## config.mk

```make
export PLATFORM = sky130hd
export DESIGN_NAME = serial_subtractor_flat
export DESIGN_NICKNAME = d
export VERILOG_FILES = /design/src/rtl/serial_subtractor_if.sv /design/src/rtl/serial_subtractor.sv /design/src/flat_wrapper.sv
export SDC_FILE = /design/constraint.sdc
export NUM_CORES = 1
export LEC_CHECK = 0
export ABC_AREA = 1
export CORE_MARGIN = 3
export CORE_UTILIZATION = 56
export CTS_CLUSTER_DIAMETER = 200
export DETAILED_ROUTE_END_ITERATION = 16
export GPL_TIMING_DRIVEN = 0
export PLACE_DENSITY = 0.84
export SETUP_SLACK_MARGIN = 0.2
export SLEW_MARGIN = 20
export SYNTH_ARGS = -nofsm -noshare
export SYNTH_HDL_FRONTEND = slang
export SYNTH_SLANG_ARGS = --single-unit
```

## constraint.sdc

```tcl
create_clock -name clk -period 2.94 [get_ports clk]
set_input_delay 0.441 -clock clk [delete_from_list [all_inputs] [get_ports clk]]
set_output_delay 0.441 -clock clk [all_outputs]
set_load 0.05 [all_outputs]
```

## src/rtl/serial_subtractor_if.sv

```systemverilog
// Request/result bundle for the bit-serial subtractor.
// Carries the operand request (start, a, b, borrow_in) and the result side
// (busy, done, diff, borrow_out, and ovf when SERIAL_SUB_OVF_EN is defined).
//   master : requester, drives start/a/b/borrow_in, observes status and result
//   slave  : the subtractor, consumes the request and drives status and result
interface serial_subtractor_if #(
    parameter int WIDTH = 8
);
    logic             start;
    logic [WIDTH-1:0] a;
    logic [WIDTH-1:0] b;
    logic             borrow_in;
    logic             busy;
    logic             done;
    logic [WIDTH-1:0] diff;
    logic             borrow_out;
`ifdef SERIAL_SUB_OVF_EN
    logic             ovf;
`endif

    modport master (
        output start, a, b, borrow_in,
        input  busy, done, diff, borrow_out
`ifdef SERIAL_SUB_OVF_EN
        , input ovf
`endif
    );

    modport slave (
        input  start, a, b, borrow_in,
        output busy, done, diff, borrow_out
`ifdef SERIAL_SUB_OVF_EN
        , output ovf
`endif
    );
endinterface

```

## src/rtl/serial_subtractor.sv

```systemverilog
// Purpose : bit-serial WIDTH-bit subtractor (a - b - borrow_in), one full-subtractor slice per clock, LSB first.
// Latency : start accepted at edge 0 -> diff/borrow_out valid and done pulses after edge WIDTH; one result per WIDTH+1 cycles.
// Backpr. : no stall path; start is only sampled in IDLE or DONE, starts while busy are dropped and the in-flight op is unaffected.
//
// Ports:
//   clk        rising-edge clock
//   rst_n      asynchronous active-low reset (clears FSM, datapath and result)
//   bus        serial_subtractor_if.slave:
//                start/a/b/borrow_in  request, captured on the accepting edge
//                busy                 high while bit slices are being processed
//                done                 one-cycle pulse, result valid
//                diff/borrow_out      result, held until the next completion
//                ovf                  signed overflow, only with SERIAL_SUB_OVF_EN
// Optional feature macro: SERIAL_SUB_OVF_EN (adds ovf output and the operand sign-capture flops).
module serial_subtractor #(
    parameter int WIDTH = 8
) (
    input  logic                 clk,
    input  logic                 rst_n,
    serial_subtractor_if.slave   bus
);

    localparam int CW = (WIDTH > 1) ? $clog2(WIDTH) : 1;

    typedef enum logic [1:0] {
        IDLE  = 2'd0,
        SHIFT = 2'd1,
        DONE  = 2'd2
    } state_t;

    state_t            state;
    state_t            state_nxt;

    // Operand shift registers: bit 0 is always the slice being processed.
    logic [WIDTH-1:0]  a_sh;
    logic [WIDTH-1:0]  b_sh;
    // Partial difference; each new bit enters at the MSB so after WIDTH
    // shifts the LSB-first stream lines up as a normal binary word.
    logic [WIDTH-1:0]  work;
    logic              z;
    logic [CW-1:0]     cnt;

    logic [WIDTH-1:0]  diff_q;
    logic              borrow_q;

`ifdef SERIAL_SUB_OVF_EN
    logic              a_sign;
    logic              b_sign;
    logic              ovf_q;
`endif

    logic              load;
    logic              shift;
    logic              last;
    logic              d_bit;
    logic              bn_bit;
    logic [WIDTH-1:0]  work_nxt;

    // Full-subtractor slice on the current LSBs with the fed-back borrow.
    always_comb begin
        d_bit    = a_sh[0] ^ b_sh[0] ^ z;
        bn_bit   = (~a_sh[0] & b_sh[0]) | (~a_sh[0] & z) | (b_sh[0] & z);
        work_nxt = {d_bit, work[WIDTH-1:1]};
        last     = (cnt == CW'(WIDTH - 1));
    end

    // State register.
    always_ff @(posedge clk or negedge rst_n) begin
        if (!rst_n) begin
            state <= IDLE;
        end else begin
            state <= state_nxt;
        end
    end

    // Next-state and datapath control.
    always_comb begin
        state_nxt = state;
        load      = 1'b0;
        shift     = 1'b0;
        case (state)
            IDLE: begin
                if (bus.start) begin
                    load      = 1'b1;
                    state_nxt = SHIFT;
                end
            end
            SHIFT: begin
                shift = 1'b1;
                if (last) begin
                    state_nxt = DONE;
                end
            end
            DONE: begin
                // Accepting here gives back-to-back operations without an IDLE gap.
                if (bus.start) begin
                    load      = 1'b1;
                    state_nxt = SHIFT;
                end else begin
                    state_nxt = IDLE;
                end
            end
            default: begin
                state_nxt = IDLE;
            end
        endcase
    end

    // Working datapath: operand capture, shifting, borrow feedback, bit counter.
    always_ff @(posedge clk or negedge rst_n) begin
        if (!rst_n) begin
            a_sh <= '0;
            b_sh <= '0;
            work <= '0;
            z    <= 1'b0;
            cnt  <= '0;
        end else if (load) begin
            a_sh <= bus.a;
            b_sh <= bus.b;
            work <= '0;
            z    <= bus.borrow_in;
            cnt  <= '0;
        end else if (shift) begin
            a_sh <= a_sh >> 1;
            b_sh <= b_sh >> 1;
            work <= work_nxt;
            z    <= bn_bit;
            cnt  <= cnt + CW'(1);
        end
    end

    // Result registers: only updated on the edge that processes the MSB slice,
    // so they hold across IDLE and while the next operation is in flight.
    always_ff @(posedge clk or negedge rst_n) begin
        if (!rst_n) begin
            diff_q   <= '0;
            borrow_q <= 1'b0;
        end else if (shift && last) begin
            diff_q   <= work_nxt;
            borrow_q <= bn_bit;
        end
    end

`ifdef SERIAL_SUB_OVF_EN
    // The operand registers are shifted away by the MSB slice, so the sign
    // bits are kept separately from the load.
    always_ff @(posedge clk or negedge rst_n) begin
        if (!rst_n) begin
            a_sign <= 1'b0;
            b_sign <= 1'b0;
            ovf_q  <= 1'b0;
        end else begin
            if (load) begin
                a_sign <= bus.a[WIDTH-1];
                b_sign <= bus.b[WIDTH-1];
            end
            if (shift && last) begin
                // Operands of opposite sign whose result sign differs from the minuend.
                ovf_q <= (a_sign != b_sign) && (d_bit != a_sign);
            end
        end
    end

    assign bus.ovf = ovf_q;
`endif

    assign bus.busy       = (state == SHIFT);
    assign bus.done       = (state == DONE);
    assign bus.diff       = diff_q;
    assign bus.borrow_out = borrow_q;

endmodule
```

## src/flat_wrapper.sv

```systemverilog
// flat-port wrapper written by rule: the top's interface ports become plain ports
module serial_subtractor_flat 
#(
    parameter int WIDTH = 8
)
  (clk, rst_n, bus_start, bus_a, bus_b, bus_borrow_in, bus_busy, bus_done, bus_diff, bus_borrow_out);
  serial_subtractor_if #(.WIDTH(WIDTH)) bus_i ();
  input  logic clk;
  input  logic rst_n;
  input wire logic [$bits(bus_i.start)-1:0] bus_start;
  input wire logic [$bits(bus_i.a)-1:0] bus_a;
  input wire logic [$bits(bus_i.b)-1:0] bus_b;
  input wire logic [$bits(bus_i.borrow_in)-1:0] bus_borrow_in;
  output wire logic [$bits(bus_i.busy)-1:0] bus_busy;
  output wire logic [$bits(bus_i.done)-1:0] bus_done;
  output wire logic [$bits(bus_i.diff)-1:0] bus_diff;
  output wire logic [$bits(bus_i.borrow_out)-1:0] bus_borrow_out;
  assign bus_i.start = bus_start;
  assign bus_i.a = bus_a;
  assign bus_i.b = bus_b;
  assign bus_i.borrow_in = bus_borrow_in;
  assign bus_busy = bus_i.busy;
  assign bus_done = bus_i.done;
  assign bus_diff = bus_i.diff;
  assign bus_borrow_out = bus_i.borrow_out;
  serial_subtractor #(.WIDTH(WIDTH)) u_core (.clk(clk), .rst_n(rst_n), .bus(bus_i));
endmodule
```

# Yosys cells after proc, flatten, opt, wreduce, memory -nomap -nowiden
# Cells that the tools add are included.
totals:
  wordCells: 44
  in_bits: 20
  ff_bits: 39
  output_inout_bits: 11
classes:
  bitwise: 8
  n_mux: 17
  eq_ne: 5
  reduce_logical: 5
  addsub: 1
op_table:
  columns: ["operator", "n"]
  rows:
  - ["2-to-1 mux 8 bit", 6]
  - ["2-to-1 mux 1 bit", 6]
  - ["2-to-1 mux 3 bit", 2]
  - ["one-hot mux 2 bit (3 select lines)", 1]
  - ["2-to-1 mux 2 bit", 2]
  - ["adder 3 x 1 -> 3 bit, second input constant", 1]
  - ["bitwise AND 1 bit", 3]
  - ["== test 3 bit, second input constant", 1]
  - ["== test 2 x 1 -> 1 bit, second input constant", 1]
  - ["== test 2 bit, second input constant", 1]
  - ["logical NOT 2 bit", 1]
  - ["inequality test 2 x 1 -> 1 bit, second input constant", 1]
  - ["inequality test 2 bit, second input constant", 1]
  - ["bitwise OR 1 bit", 2]
  - ["AND reduction 2 bit", 1]
  - ["nonzero test 2 bit", 1]
  - ["OR reduction 2 bit", 1]
  - ["XOR 1 bit", 2]
  - ["logical AND 1 bit", 1]
  - ["NOT 1 bit", 1]

# Longest topological paths before layout
# Gate-level depths: netlist of run 1.
depth:
  ltp_word: 6
  depth_mapped: 7
  mapped_depth_nobuf: 6

# Worst setup path before layout of run 1
# No wires, ideal clock.
synth_timing:
  path_kind: "register to output"
  startpoint: "reg u_core.state[0]"
  endpoint: "out bus_done"
  stages_incl_launch_ff: 3
  slack_ps: 1341
  required_ps: 2499
  arrival_time_ps: 1158
  path_buffers: 1
  path_cell_list: "dfrtp_1 -> buf_6 -> nor2_1"
synth_between:
  elab_chain_cells: 1
synth_rtl:
  columns: ["item", "line", "text"]
  rows:
  - ["start: declaration", "serial_subtractor.sv:31", "state_t state;"]
  - ["start signal: assignment", "serial_subtractor.sv:72", "state <= state_nxt;"]
  - ["== test 2 bit", "serial_subtractor.sv:168", "assign bus.done = (state == DONE);"]
  - ["end: declaration", "flat_wrapper.sv:15", "output wire logic [$bits(bus_i.done)-1:0] bus_done;"]
# No other way between the ends.

# Final worst setup path of run 1
layout_timing:
  startpoint: "reg u_core.state[0]"
  endpoint: "out bus_busy"
layout_between:
  elab_chain_cells: 1
layout_rtl:
  columns: ["item", "line", "text"]
  rows:
  - ["== test 2 x 1 -> 1 bit", "serial_subtractor.sv:167", "assign bus.busy = (state == SHIFT);"]
  - ["end: declaration", "flat_wrapper.sv:14", "output wire logic [$bits(bus_i.busy)-1:0] bus_busy;"]
# No other way between the ends.

==> results.sh, run 1 <==
export IMPL_post_place_cells=278
export IMPL_syn_area_sq_mm=0.00178
export IMPL_ios=31
export IMPL_fin_cells=287
export IMPL_setup_violations=0
export IMPL_grt_pass1_wl_um=6610
export IMPL_cp_slowest_cell="clkdlybuf4s50_1"
export IMPL_synth_top_family_by_area="simple AND/OR/NAND/NOR gates"
export IMPL_cts_setup_buffers=0
export IMPL_worstSetupPathType="register to output port"
export IMPL_first_global_vias=1460
export IMPL_critPathLaunchType="register"
export IMPL_antenna_found_initial=0
export IMPL_status="complete, no violations"
export IMPL_cp_top_family="buffers and inverters"
export IMPL_p_leak_uw=0.00115
export IMPL_clock_sinks=38
export IMPL_slew_headroom_pct=67.2
export IMPL_worst_pin_slew_ps=491
export IMPL_die_x_um=62.3
export IMPL_ctsHoldBuffers=1
export IMPL_numCtsBuffers=5
export IMPL_finalClockSkew_ps=16.6
export IMPL_cp_num_buf_inv=4
export IMPL_final_cell_mix="nand2_1 (89), nand3_1 (39), dfrtp_1 (38)"
export IMPL_dp_hpwl_um=2540
export IMPL_synthMuxAreaShare_pct=0
export IMPL_root_buffer="clkbuf_4"
export IMPL_synth_compound_area_share_pct=1.13
export IMPL_slew_violations=0
export IMPL_cts_resized=0
export IMPL_synthDistinctLibCells=20
export IMPL_ys_warn_count=0
export IMPL_crit_path_cell_trace="buf_6 > inv_2 > nor2_4 > buf_4 > clkdlybuf4s50_1"
export IMPL_synthesis_nets=228
export IMPL_layout_nets=267
export IMPL_fp_dieArea_sq_mm=0.00389
export IMPL_clockBufferDepth=2
export IMPL_syn_avg_cell_area_sq_um=8.67
export IMPL_max_vdd_ir_drop_v=0.000730
export IMPL_nFillCells=238
export IMPL_cpPeakStageDelay_ps=810
export IMPL_period_share_pct=82.3
export IMPL_synth_simple_area_share_pct=34.8
export IMPL_final_common_cell="nand2_1"
export IMPL_synth_fa_ha_area_share_pct=2.53
export IMPL_synth_seq_cells=38
export IMPL_avgViaCountPerCell=5.00
export IMPL_hold_viol_final=0
export IMPL_grt_max_degree=31
export IMPL_grt_ovfl_total=0
export IMPL_clock_latency_ps=330
export IMPL_crit_path_end_kind="output port"
export IMPL_hold_class="input pin to async pin"
export IMPL_dr_pass1_iters=4
export IMPL_start_util_pct=61.3
export IMPL_io_buffers=30
export IMPL_drive_above_1_share_pct=11.0
export IMPL_synth_xor_area_share_pct=0
export IMPL_ant_nets=0
export IMPL_worstPathMaxFanout=10
export IMPL_drt_iter0_markers=98
export IMPL_critical_path_arrival_ps=1980
export IMPL_fin_setup_tns_ps=0
export IMPL_die_y_um=62.3
export IMPL_cts_tree="yes"
export IMPL_drt_wl_total_um=3580
export IMPL_power_uw=2510
export IMPL_antenna_cells=0
export IMPL_cellPowerDensity_mw_per_mm2=1130
export IMPL_syn2layout_area_growth_pct=25.5
export IMPL_avgRoutedWirePerCell_um=12.5
export IMPL_htreeDepth=2
export IMPL_gp_congestion=0.832
export IMPL_seq_area_frac_synth_pct=53.5
export IMPL_netlist_instances=205
export IMPL_row_count=19
export IMPL_cp_data_required_time_ps=2500
export IMPL_coreArea_sq_mm=0.00290
export IMPL_max_freq_mhz=413
export IMPL_cap_violations=0
export IMPL_fin_crit_ps=2420
export IMPL_remaining_drc_errors=0
export IMPL_gr_usage_all_layers_pct=21.4
export IMPL_clk_pin_slew_ps=100
export IMPL_num_vias=1434
export IMPL_rsz0062_at_grt="no"
==> per-stage QoR <==
stage / instance area [sq um] / util, % / hold slack (ps) / setup slack (ps)
after floorplan: 1780 / - / 145 / 1340
after global placement: 2130 / 73.5 / 455 / 581
after detailed placement: 2150 / 74.0 / 313 / 860
after CTS: 2230 / 76.9 / 475 / 489
after global routing: 2230 / 76.9 / 486 / 434
final: 2230 / 76.9 / 486 / 519
==> power breakdown <==
part	switching, uW	leakage (uW)	total [uW]	internal (uW)
registers	143	0.000475	906	762
logic	787	0.000639	1270	481
clock network	155	0.0000395	336	181
==> layer usage <==
layer	up-vias	routed length [um]	track usage (%)
li1	724	-	-
met1	673	1570	27.1
met2	30	1800	36.6
met3	7	143	4.68
met4	0	58	6.61
met5	-	0	0
==> worst reg2reg max path: cells and delay by family (launching register included) <==
family | cells | cell delay (ps)
adders and majority gates | 2 | 450
DFF | 1 | 420
and+or+nand+nor | 3 | 210
buffers and inverters | 1 | 170
==> cell families after synthesis <==
family	Yosys count
AOI/OAI and AO/OA	4
adders and majority gates	3
buffers and inverters	23
DFF	38
and+or+nand+nor	137
==> layout make-up <==
type / instances / area, sq um / share of cell area (%)
flip-flops and latches: 38 / 951 / 42.6
multi-input cells: 144 / 683 / 30.6
repair buffers: 32 / 325 / 14.6
plain buffers: 10 / 95.1 / 4.26
well taps: 42 / 52.6 / 2.36
inverters: 13 / 48.8 / 2.19
clock buffers: 7 / 45.0 / 2.02
clock inverters: 1 / 30.0 / 1.35
==> synth_stat cells (all sizes together) <==
master  number  share of area (%)
o21ai        3               0.84
nand2       92                 20
dfrtp       38                 53
nor2         5                2.8
fa           1                1.1
ha           2                1.4
nand3       40                 12
buf         10                5.3
a21oi        1               0.28
inv         13                2.7
==> sequential cells by signal (all words and copies together), names as in the netlist <==
signal and count:
u_core.state 2, u_core.cnt 3, u_core.work 7, u_core.a_sh 8
u_core.bus.diff 8, u_core.z 1, u_core.b_sh 8, u_core.bus.borrow_out 1
==> final timing paths <==
check                                        endpoint  depth (start not counted)                  start  slack, ps
worst min-delay path                   u_core.work[3]                          2                  rst_n        490
worst max register to register     u_core.bus.diff[0]                          6          u_core.cnt[0]       1590
min in group clk                u_core.bus.borrow_out                          2  u_core.bus.borrow_out        490
worst max-delay path                         bus_busy                          5        u_core.state[0]        520
max in group asynchronous              u_core.b_sh[2]                          3                  rst_n       2020
worst min register to register  u_core.bus.borrow_out                          2  u_core.bus.borrow_out        490
Note: power is estimated with default switching activity, not from simulation.
==> run 2: changes to the inputs <==
- CORE_UTILIZATION: 56 -> 47
- PLACE_DENSITY: 0.84 -> 0.75
- clock period: 2.94 -> 2 ns (I/O delays scaled with it)
==> run 2 against run 1 <==
Net effect: combinational power up 45%; clock skew down 11 ps; final area up 3.1%; setup slack worse by 270 ps; non-clock buffer count unchanged; largest power group unchanged; clock power up 140%; sequential cell count unchanged; global-route usage down 3.3 points.
==> results.sh, run 2 (synthesis results as in run 1) <==
export IMPL_drive_above_1_share_pct=12.7
export IMPL_grt_max_degree=25
export IMPL_antenna_cells=0
export IMPL_pwr_share_comb_pct=46.4
export IMPL_drt_wl_total_um=3540
export IMPL_period_share_pct=87.6
export IMPL_hold_viol_final=0
export IMPL_gr_usage_all_layers_pct=18.0
export IMPL_cts_setup_buffers=0
export IMPL_htreeDepth=2
export IMPL_stdcell_area_sq_mm=0.00230
export IMPL_start_util_pct=50.9
export IMPL_worstPathMaxFanout=2
export IMPL_first_global_vias=1369
export IMPL_regArea_sq_um=951
export IMPL_coreArea_sq_mm=0.00349
export IMPL_power_internal_uw=2350
export IMPL_ant_nets=0
export IMPL_finalClockSkew_ps=6.05
export IMPL_p_sw_uw=1620
export IMPL_final_common_cell="nand2_1"
export IMPL_dr_pass1_iters=4
export IMPL_gp_congestion=0.782
export IMPL_num_vias=1406
export IMPL_critical_path_arrival_ps=1450
export IMPL_cp_top_family="buffers and inverters"
export IMPL_critPathLaunchType="register"
export IMPL_fin_crit_ps=1750
export IMPL_slew_violations=0
export IMPL_cellPowerDensity_mw_per_mm2=1720
export IMPL_final_cell_mix="nand2_1 (89), nand3_1 (39), dfrtp_1 (38)"
export IMPL_cp_num_buf_inv=1
export IMPL_grt_pass1_wl_um=6110
export IMPL_hold_class="input pin to async pin"
export IMPL_max_vdd_ir_drop_v=0.000971
export IMPL_cpPeakStageDelay_ps=800
export IMPL_fp_dieArea_sq_mm=0.00456
export IMPL_die_x_um=67.5
export IMPL_layout_nets=267
export IMPL_rsz0062_at_grt="no"
export IMPL_cp_data_required_time_ps=1700
export IMPL_final_setup_worst_slack_ps=248
export IMPL_p_leak_uw=0.00119
export IMPL_clock_sinks=38
export IMPL_cp_slowest_cell="clkdlybuf4s50_1"
export IMPL_ios=31
export IMPL_worstSetupPathType="register to output port"
export IMPL_multi_input_area_sq_um=683
export IMPL_clock_latency_ps=290
export IMPL_dp_hpwl_um=2500
export IMPL_dp_slack_ps=57.8
export IMPL_nFillCells=293
export IMPL_cts_tree="yes"
export IMPL_status="complete, no violations"
export IMPL_slew_headroom_pct=67.1
export IMPL_p_clk_share_pct=20.2
export IMPL_avgRoutedWirePerCell_um=12.2
export IMPL_switching_share_pct=40.8
export IMPL_placed_area_sq_mm=0.00216
export IMPL_worst_pin_slew_ps=492
export IMPL_crit_path_end_kind="output port"
export IMPL_syn2layout_area_growth_pct=29.4
export IMPL_antenna_found_initial=0
export IMPL_setup_violations=0
export IMPL_clockBufferDepth=2
export IMPL_final_util_pct=65.8
export IMPL_die_y_um=67.5
export IMPL_drt_iter0_markers=83
export IMPL_seqPwrFrac_pct=33.4
export IMPL_clk_pin_slew_ps=70
export IMPL_remaining_drc_errors=0
export IMPL_numCtsBuffers=5
export IMPL_max_freq_mhz=571
export IMPL_crit_path_cell_trace="clkdlybuf4s50_1"
export IMPL_root_buffer="clkbuf_8"
export IMPL_io_buffers=30
export IMPL_cap_violations=0
export IMPL_grt_ovfl_total=0
export IMPL_row_count=21
export IMPL_avgViaCountPerCell=4.83
==> run 2: cell types whose count changed in the layout (fill, tap and decap cells not counted) <==
cell | previous run | this run
clkbuf_1 | 2 | 0
clkdlybuf4s50_1 | 29 | 27
bufinv_16 | 1 | 2
clkbuf_8 | 0 | 6
clkbuf_4 | 5 | 0
clkbuf_2 | 0 | 2
buf_12 | 1 | 0
buf_16 | 0 | 1
==> run 2: metrics by stage <==
stage / hold WS (ps) / total power (uW) / std cells / setup TNS [ps]
6_report: 453 / 3970 / 291 / 0
3_5_place_dp: 237 / 3200 / 282 / 0
3_3_place_gp: 454 / 3150 / 281 / -9220
2_1_floorplan: 4.41 / 2680 / 205 / 0
4_1_cts: 460 / 4010 / 291 / 0
5_1_grt: 495 / 4250 / 291 / 0
==> run 2: final cells by class <==
| cell class | instances | share of cell area (%) |
|---|---|---|
| flip-flops and latches | 38 | 41.3 |
| multi-input cells | 144 | 29.7 |
| repair buffers | 32 | 14.0 |
| plain buffers | 10 | 4.13 |
| clock buffers | 6 | 3.59 |
| clock inverters | 2 | 2.61 |
| well taps | 46 | 2.50 |
| inverters | 13 | 2.12 |
==> run 2: final timing paths <==
kind / from / endpoint / slack, ps / cells after the start
setup / recovery: u_core.bus.diff[1] / bus_diff[1] / 250 / 1
max in group asynchronous: rst_n / u_core.work[4] / 1100 / 3
min in group clk: u_core.bus.diff[2] / u_core.bus.diff[2] / 480 / 2
setup reg to reg: u_core.cnt[0] / u_core.bus.diff[7] / 670 / 6
hold / removal: rst_n / u_core.bus.diff[4] / 450 / 2
hold reg to reg: u_core.bus.diff[2] / u_core.bus.diff[2] / 480 / 2
==> run 2: routing by layer <==
metal | up-vias | GRT usage, % | part of all wire, %
li1 | 726 | - | -
met1 | 648 | 23.1 | 47
met2 | 28 | 29.4 | 48
met3 | 4 | 3.99 | 4.2
met4 | 0 | 7.34 | 0.96
met5 | - | 0 | 0
==> run 2: power by group through the flow <==
stage          logic (uW)  registers [uW]  clock network, uW
6_report             1840            1330                801
5_1_grt              2040            1380                841
4_1_cts              1870            1330                811
3_5_place_dp         1860            1340                  0
3_3_place_gp         1820            1330                  0
2_1_floorplan        1090            1590                  0
==> run 2: what timing repair did <==
| item | in CTS | in global routing |
|---|---|---|
| endpoints found under the hold margin | 14 | 0 |
| setup endpoints to repair | 2 | 2 |
| gates resized for setup | 2 | 4 |
| hold buffers | 1 | 0 |
| gates cloned | 0 | 0 |
==> run 3: changes to the inputs <==
- CORE_UTILIZATION: 47 -> 52
- PLACE_DENSITY: 0.75 -> 0.79
- clock period: 2 -> 1.9 ns (I/O delays scaled with it)
==> run 3 against run 2 <==
Net effect: register-to-register slack worse by 110 ps; hold slack lost 31 ps; sequential cell count unchanged; via count rose by 2.4%; first-iteration DRC count fell by 1.2%; global-route usage grew 0.51 points; setup slack better by 13 ps; core utilization increased by 5.1 points; clock-buffer cell count is 1 higher; non-clock buffer count stayed put; final area fell by 2.8%; critical endpoint is now bus_done.
==> results.sh, run 3 (synthesis results as in run 1) <==
export IMPL_timing_rr_start="u_core.cnt[0]"
export IMPL_p_leak_uw=0.00118
export IMPL_first_global_vias=1271
export IMPL_post_place_cells=280
export IMPL_met3_length_um=160
export IMPL_setup_violations=0
export IMPL_avgRoutedWirePerCell_um=12.0
export IMPL_hold_viol_final=0
export IMPL_switching_share_pct=43.8
export IMPL_highest_layer="met4"
export IMPL_gr_usage_all_layers_pct=18.5
export IMPL_die_y_um=64.5
export IMPL_final_cell_mix="nand2_1 (89), nand3_1 (39), dfrtp_1 (38)"
export IMPL_r2r_end="u_core.bus.diff[2]"
export IMPL_rsz0062_at_grt="no"
export IMPL_seqPwrFrac_pct=36.2
export IMPL_grt_ovfl_total=0
export IMPL_syn2layout_area_growth_pct=25.8
export IMPL_drive_above_1_share_pct=11.8
export IMPL_final_util_pct=70.9
export IMPL_dr_pass1_iters=4
export IMPL_status="complete, no violations"
export IMPL_root_buffer="clkbuf_4"
export IMPL_finalClockSkew_ps=8.39
export IMPL_grt_max_degree=21
export IMPL_coreArea_sq_mm=0.00315
export IMPL_critical_path_arrival_ps=1350
export IMPL_cp_startpoint="u_core.state[0]"
export IMPL_numCtsBuffers=5
export IMPL_worstSetupPathType="register to output port"
export IMPL_period_share_pct=86.3
export IMPL_fin_crit_ps=1640
export IMPL_route_met2_wl_um=1680
export IMPL_antenna_found_initial=0
export IMPL_start_util_pct=56.4
export IMPL_cap_violations=0
export IMPL_io_buffers=30
export IMPL_p_sw_uw=1680
export IMPL_avgViaCountPerCell=4.98
export IMPL_layout_nets=267
export IMPL_p_clk_share_pct=14.0
export IMPL_grt_pass1_wl_um=5950
export IMPL_drt_wl_total_um=3480
export IMPL_pwr_share_comb_pct=49.8
export IMPL_crit_path_end_kind="output port"
export IMPL_power_internal_uw=2160
export IMPL_clk_pin_slew_ps=110
export IMPL_holdWs_ps=422
export IMPL_num_vias=1440
export IMPL_fin_setup_tns_ps=0
export IMPL_clock_latency_ps=340
export IMPL_remaining_drc_errors=0
export IMPL_antenna_cells=0
export IMPL_dp_hpwl_um=2480
export IMPL_wl_met1_um=1580
export IMPL_clock_sinks=38
export IMPL_slew_headroom_pct=67.1
export IMPL_row_count=20
export IMPL_ios=31
export IMPL_cellPowerDensity_mw_per_mm2=1720
export IMPL_critPathLaunchType="register"
export IMPL_rrSetupSlack_ps=560
export IMPL_slew_violations=0
export IMPL_fin_cells=289
export IMPL_clockBufferDepth=2
export IMPL_ant_nets=0
export IMPL_final_common_cell="nand2_1"
export IMPL_fp_dieArea_sq_mm=0.00416
export IMPL_max_vdd_ir_drop_v=0.000786
export IMPL_worst_r2r_path_depth=6
export IMPL_worstPathMaxFanout=10
export IMPL_drt_iter0_markers=82
export IMPL_die_x_um=64.5
export IMPL_max_freq_mhz=610
export IMPL_cp_data_required_time_ps=1620
export IMPL_hold_class="input pin to async pin"
export IMPL_cts_tree="yes"
export IMPL_htreeDepth=2
export IMPL_worst_pin_slew_ps=495
export IMPL_gp_congestion=0.773
==> run 3: cell types whose count changed in the layout (fill, tap and decap cells not counted), sizes merged <==
cell / previous run / this run
clkdlybuf4s50: 27 / 18
dlygate4sd2: 0 / 9
buf: 12 / 13
bufinv: 2 / 1
clkbuf: 8 / 7
clkdlybuf4s15: 0 / 1
==> run 3: stage by stage <==
| step | power, uW | cell area [sq um] | setup slack [ps] |
|---|---|---|---|
| finish | 3840 | 2240 | 261 |
| detailed placement | 3380 | 2160 | -31.1 |
| global route | 4140 | 2240 | 203 |
| CTS | 3850 | 2230 | 125 |
| global placement | 3310 | 2130 | -307 |
| floorplan | 2820 | 1780 | 457 |
==> run 3: metal layers <==
metal	track usage (%)	vias up
met2	28.4	33
met1	25.8	671
met5	0	-
li1	-	725
met4	6.60	0
met3	4.51	11
==> run 3: area by class of cell <==
| cell class | instances | area (sq um) |
|---|---|---|
| tap | 44 | 55.1 |
| buffer | 10 | 98.8 |
| fill | 290 | 917 |
| clock buffer | 7 | 45.0 |
| sequential | 38 | 951 |
| multi-input combinational | 144 | 683 |
| inverter | 13 | 48.8 |
| timing repair buffer | 32 | 324 |
| clock inverter | 1 | 30.0 |
==> run 3: power groups by stage <==
stage          Sequential [uW]  Clock (uW)  Combinational (uW)
5_1_grt                   1440         566                2130
3_5_place_dp              1410           0                1970
3_3_place_gp              1390           0                1920
6_report                  1390         538                1910
4_1_cts                   1390         541                1910
2_1_floorplan             1670           0                1150
==> run 3: how the worst max path moves through the flow <==
stage | cells after the start | to | slack, ps
CTS | 5 | bus_busy | 130
detailed placement | 5 | bus_busy | -30
floorplan | 2 | bus_done | 460
finish | 3 | bus_done | 260
global route | 3 | bus_done | 200
global placement | 1 | u_core.a_sh[3] | -310
==> run 3: what timing repair did <==
| action | in CTS | in global routing |
|---|---|---|
| gates resized for setup | 17 | 4 |
| buffers inserted | 0 | 0 |
| hold buffers | 1 | 0 |
| hold endpoints to repair | 19 | 0 |
| gates cloned | 0 | 0 |
| setup endpoints to repair | 11 | 1 |
==> run 3: worst max-delay path: stages, from the launching register on <==
cell	delay, ps
dfrtp_1	390
buf_6	150
nor2_1	100
clkdlybuf4s15_2	370
